**config.mk**
```make
export PLATFORM = sky130hd
export DESIGN_NAME = reg_cmd_driver
export DESIGN_NICKNAME = d
export VERILOG_FILES = /design/src/rtl/reg_cmd_driver.sv
export SDC_FILE = /design/constraint.sdc
export NUM_CORES = 1
export LEC_CHECK = 0
export CORE_UTILIZATION = 30
export CTS_BUF_LIST = sky130_fd_sc_hd__clkbuf_4 sky130_fd_sc_hd__clkbuf_8
export DETAILED_ROUTE_END_ITERATION = 10
export PLACE_DENSITY_LB_ADDON = 0.2
export SLEW_MARGIN = 20
export SYNTH_ARGS = -nofsm -noshare
export SYNTH_HDL_FRONTEND = slang
export SYNTH_SLANG_ARGS = --single-unit
```
**constraint.sdc**
```tcl
create_clock -name clk -period 4.8 [get_ports clk]
set_input_delay 0.72 -clock clk [delete_from_list [all_inputs] [get_ports clk]]
set_output_delay 0.72 -clock clk [all_outputs]
set_load 0.02 [all_outputs]
```
**src/rtl/reg_cmd_driver.sv**
```systemverilog
// Command-driven stimulus/response engine: applies one control word and data for one cycle, samples the target LAT cycles later and checks it.
// Optional first-failure log enabled by defining REG_CMD_DRIVER_FAIL_LOG_EN.
module reg_cmd_driver #(
  parameter int DATA_W = 4,
  parameter int CTRL_W = 3,
  parameter int LAT    = 1,
  parameter int CNT_W  = 8
) (
  input  logic              clk,
  input  logic              rst_n,
  input  logic              cmd_valid,
  output logic              cmd_ready,
  input  logic [CTRL_W-1:0] cmd_ctrl,
  input  logic [DATA_W-1:0] cmd_data,
  input  logic [DATA_W-1:0] cmd_exp,
  input  logic              cmd_chk,
  output logic [CTRL_W-1:0] control,
  output logic [DATA_W-1:0] data_in,
  input  logic [DATA_W-1:0] data_out,
  output logic              rsp_valid,
  output logic              rsp_pass,
  output logic [DATA_W-1:0] rsp_actual,
  output logic [CNT_W-1:0]  err_cnt,
  output logic [CNT_W-1:0]  cmd_cnt,
  output logic              busy
`ifdef REG_CMD_DRIVER_FAIL_LOG_EN
  ,
  output logic              first_fail_valid,
  output logic [CNT_W-1:0]  first_fail_idx,
  output logic [DATA_W-1:0] first_fail_exp,
  output logic [DATA_W-1:0] first_fail_act
`endif
);

  typedef enum logic [1:0] {IDLE, DRIVE, WAIT} state_t;

  localparam logic [3:0] LAT_M1 = 4'(LAT - 1);

  state_t            state, next;
  logic [3:0]        wait_cnt;
  logic [CTRL_W-1:0] cap_ctrl;
  logic [DATA_W-1:0] cap_data;
  logic [DATA_W-1:0] cap_exp;
  logic              cap_chk;
  logic              accept;
  logic              sample;
  logic              pass_now;

  function automatic logic [CNT_W-1:0] sat_inc(input logic [CNT_W-1:0] v);
    return (&v) ? v : v + 1'b1;
  endfunction

  assign accept   = cmd_valid && cmd_ready;
  assign sample   = (state == WAIT) && (wait_cnt == 4'd0);
  assign pass_now = !cap_chk || (data_out == cap_exp);

  always_ff @(posedge clk) begin
    if (!rst_n) state <= IDLE;
    else        state <= next;
  end

  always_comb begin
    next      = state;
    cmd_ready = 1'b0;
    busy      = 1'b1;
    case (state)
      IDLE: begin
        cmd_ready = 1'b1;
        busy      = 1'b0;
        if (cmd_valid) next = DRIVE;
      end
      DRIVE:   next = WAIT;
      WAIT:    if (wait_cnt == 4'd0) next = IDLE;
      default: next = IDLE;
    endcase
  end

  // Command capture: only meaningful while a command is in flight, so no reset.
  always_ff @(posedge clk) begin
    if (accept) begin
      cap_ctrl <= cmd_ctrl;
      cap_data <= cmd_data;
      cap_exp  <= cmd_exp;
      cap_chk  <= cmd_chk;
    end
  end

  // Accept edge -> drive cycle; sample edge -> response and statistics.
  always_ff @(posedge clk) begin
    if (!rst_n) begin
      control    <= '0;
      data_in    <= '0;
      wait_cnt   <= '0;
      rsp_valid  <= 1'b0;
      rsp_pass   <= 1'b0;
      rsp_actual <= '0;
      err_cnt    <= '0;
      cmd_cnt    <= '0;
    end else begin
      control   <= '0;
      data_in   <= '0;
      rsp_valid <= 1'b0;
      if (accept) begin
        control <= cmd_ctrl;
        data_in <= cmd_data;
      end
      if (state == DRIVE)
        wait_cnt <= LAT_M1;
      else if (state == WAIT && wait_cnt != 4'd0)
        wait_cnt <= wait_cnt - 1'b1;
      if (sample) begin
        rsp_valid  <= 1'b1;
        rsp_pass   <= pass_now;
        rsp_actual <= data_out;
        cmd_cnt    <= cmd_cnt + 1'b1;
        if (!pass_now) err_cnt <= sat_inc(err_cnt);
      end
    end
  end

  // cap_ctrl is captured for visibility of the applied command; the drive path uses the live input at accept.
  logic unused_ctrl;
  assign unused_ctrl = ^{cap_ctrl, cap_data};

`ifdef REG_CMD_DRIVER_FAIL_LOG_EN
  always_ff @(posedge clk) begin
    if (!rst_n) begin
      first_fail_valid <= 1'b0;
      first_fail_idx   <= '0;
      first_fail_exp   <= '0;
      first_fail_act   <= '0;
    end else if (sample && !pass_now && !first_fail_valid) begin
      first_fail_valid <= 1'b1;
      first_fail_idx   <= cmd_cnt;
      first_fail_exp   <= cap_exp;
      first_fail_act   <= data_out;
    end
  end
`endif

endmodule
```
==> out/results.tsv <==
metric	value	unit
dpl.hpwl	2560	µm
synth_area	0.00169	mm²
place_congestion	0.784	
cts_sinks	40	
rrSetupSlack	2.88	ns
synth_largest_area_cell	dfxtp_1	
syn_nets	197	
synth_top_family_by_area	simple AND/OR/NAND/NOR gates	
ctsResizeCount	0	
hold_buffers	0	
yosysSeqAreaShare	50.4	%
overflow	0	
clkLatencyLatePin	0.29	ns
cap_viol_max_count	0	
async_flop_share	0	%
area_delta_synth_final	40.4	%
syn_area_per_cell	9.64	µm²
htreeDepth	2	
ant_nets	0	
arrival	2.56	ns
synth_cell_types	39	
fin_nets	247	
fillCellCount	538	
start_util	32.0	%
hold_path_class	register to register	
endpoint_kind	register	
synth-simple-area-share	24.2	%
drive_above_1_share	6.64	%
post_cts_buffers	0	
core_area	0.00527	mm²
via_count	1357	
setup_viol	0	
grt_pass1_vias	1220	
ctsLongestPathBuffers	2	
die_y	77.0	µm
crit_type	input port to register	
antenna_found_initial	0	
fin_skew	0.00753	ns
cts_buffers	5	
ff2ff_path_depth	6	
worst_pin_slew	0.941	ns
synthFlopType	dfxtp_1	
synthCells	175	
synth_compound_area_share	11.7	%
fmax	417	MHz
path_clk_slew	0.07	ns
tns	0	ns
p_per_area	314	mW/mm²
ys_seq_elements	40	
rows	26	
antenna_cells	0	
regToRegStartpoint	wait_cnt[0]$_SDFFE_PP0P_	
synth.yosys.warnings	0	
period_share	49.9	%
routedWlPerCell	11.6	µm
totalWireLength	3440	µm
grt_pass1_wl	5970	µm
drc	0	
grt_max_degree	20	
synthMuxAreaShare	1.78	%
dieWidth	77.0	µm
first_pass_iters	4	
peakVddDrop	0.166	mV
power.leakage	0.810	nW
finalMaxSlewViolations	0	
cp_data_required_time	4.96	ns
synth-edff-count	5	
synthXorXnorAreaFrac	5.71	%
rsz0062_at_grt	no	
hold_viol_final	0	
synth_common_cells	dfxtp_1, nand2_1, a21oi_1, nor2_1	
reg2reg_to	err_cnt[6]$_SDFFE_PN0P_	
multi_input_area	769	µm²
cts-root-buf	clkbuf_8	
cp-endpoint	err_cnt[7]$_SDFFE_PN0P_	
critPathMaxFanout	13	
synth.top_cell.area_share	41.5	%
grtUsageTotal	12.7	%
cp-startpoint	data_out[3]	
outcome	complete, no violations	
vias_per_cell	4.58	
max-slew-margin-rel	36.6	%
start_kind	input port	
seq_area	851	µm²
synth_fa_ha_area_share	2.23	%
place.port_buffers	49	
layout_min_cycle_time	2.40	ns
cts_tree	built	
drt_iter0_markers	38	
ioPinCount	50	
synth_area_leaders	dfxtp_1, edfxtp_1, nand2_1	
die_area	0.00593	mm²
utilization	44.9	%
yosysMostFrequentCell	dfxtp_1	
## layout make-up
type / instances / area share [%]
flip-flops and latches: 40 / 35.9
multi-input cells: 120 / 32.5
repair buffers: 49 / 20.7
well taps: 70 / 3.70
clock buffers: 6 / 3.22
clock inverters: 2 / 2.54
inverters: 9 / 1.43
## critical path, stage by stage
cell	delay, ns
clkdlybuf4s50_1	0.43
xor2_1	0.19
o41ai_2	0.88
nor4_1	0.17
mux2i_1	0.16
## through the flow
step           total power (W)  worst slack, ns  cells  hold WS [ns]  area (µm²)
2_1_floorplan         0.000391             2.95    175         0.484        1690
3_3_place_gp          0.000424             2.10    288         0.444        2230
3_5_place_dp          0.000424             2.09    288         0.455        2230
4_1_cts               0.000753             2.39    296         0.467        2370
5_1_grt               0.000773             2.16    296         0.481        2370
6_report              0.000744             2.40    296         0.463        2370
## worst min-delay path by stage
| stage | endpoint | slack, ns | cells past startpoint | from |
|---|---|---|---|---|
| after floorplan | wait_cnt[1]$_SDFFE_PP0P_ | 0.48 | 2 | wait_cnt[1]$_SDFFE_PP0P_ |
| after global placement | rsp_actual[2]$_SDFFE_PN0P_ | 0.44 | 2 | rsp_actual[2]$_SDFFE_PN0P_ |
| after detailed placement | rsp_actual[0]$_SDFFE_PN0P_ | 0.46 | 2 | rsp_actual[0]$_SDFFE_PN0P_ |
| after CTS | rsp_actual[2]$_SDFFE_PN0P_ | 0.47 | 2 | rsp_actual[2]$_SDFFE_PN0P_ |
| after global routing | rsp_actual[2]$_SDFFE_PN0P_ | 0.48 | 2 | rsp_actual[2]$_SDFFE_PN0P_ |
| final | rsp_actual[3]$_SDFFE_PN0P_ | 0.46 | 2 | rsp_actual[3]$_SDFFE_PN0P_ |
## state kept, by name (all words and copies together), names as in the netlist, 2 cells and up
name,count
cap_exp,4
cmd_cnt,8
control,3
data_in,4
err_cnt,8
rsp_actual,4
state,2
wait_cnt,4
## power by group
| group | internal [W] | switching [W] |
|---|---|---|
| logic | 0.0000312 | 0.0000322 |
| clock network | 0.000214 | 0.000115 |
| registers | 0.000347 | 0.00000448 |
| total | 0.000592 | 0.000152 |
## per-layer routing
metal  part of all wire [%]  up-vias  track usage, %
met5                      0        -               0
met4                    1.5        0            5.66
met3                    6.9        5            4.64
met2                     44       34            18.9
met1                     48      603            16.4
li1                       -      715               -
## kinds of logic after synthesis
| group | count (synthesis) |
|---|---|
| DFF | 40 |
| adders and majority gates | 3 |
| muxes | 3 |
| buffers and inverters | 15 |
| AOI/OAI and AO/OA | 30 |
| and+or+nand+nor | 73 |
| xor gates and xnor gates | 11 |
## cells in the final DEF, fill, tap and decap left out, types with 3 or more instances in the layout
cell / instances
a21oi_1: 13
and2_1: 8
clkbuf_8: 5
clkdlybuf4s50_1: 49
dfxtp_1: 35
edfxtp_1: 5
ha_1: 3
inv_1: 8
mux2i_1: 3
nand2_1: 19
nand2b_1: 3
nand3_1: 7
nand4_1: 4
nor2_1: 13
o21ai_0: 4
o31ai_1: 4
or3_1: 3
or4_1: 4
xnor2_1: 6
xor2_1: 5
Note: power is estimated with default switching activity, not from simulation.
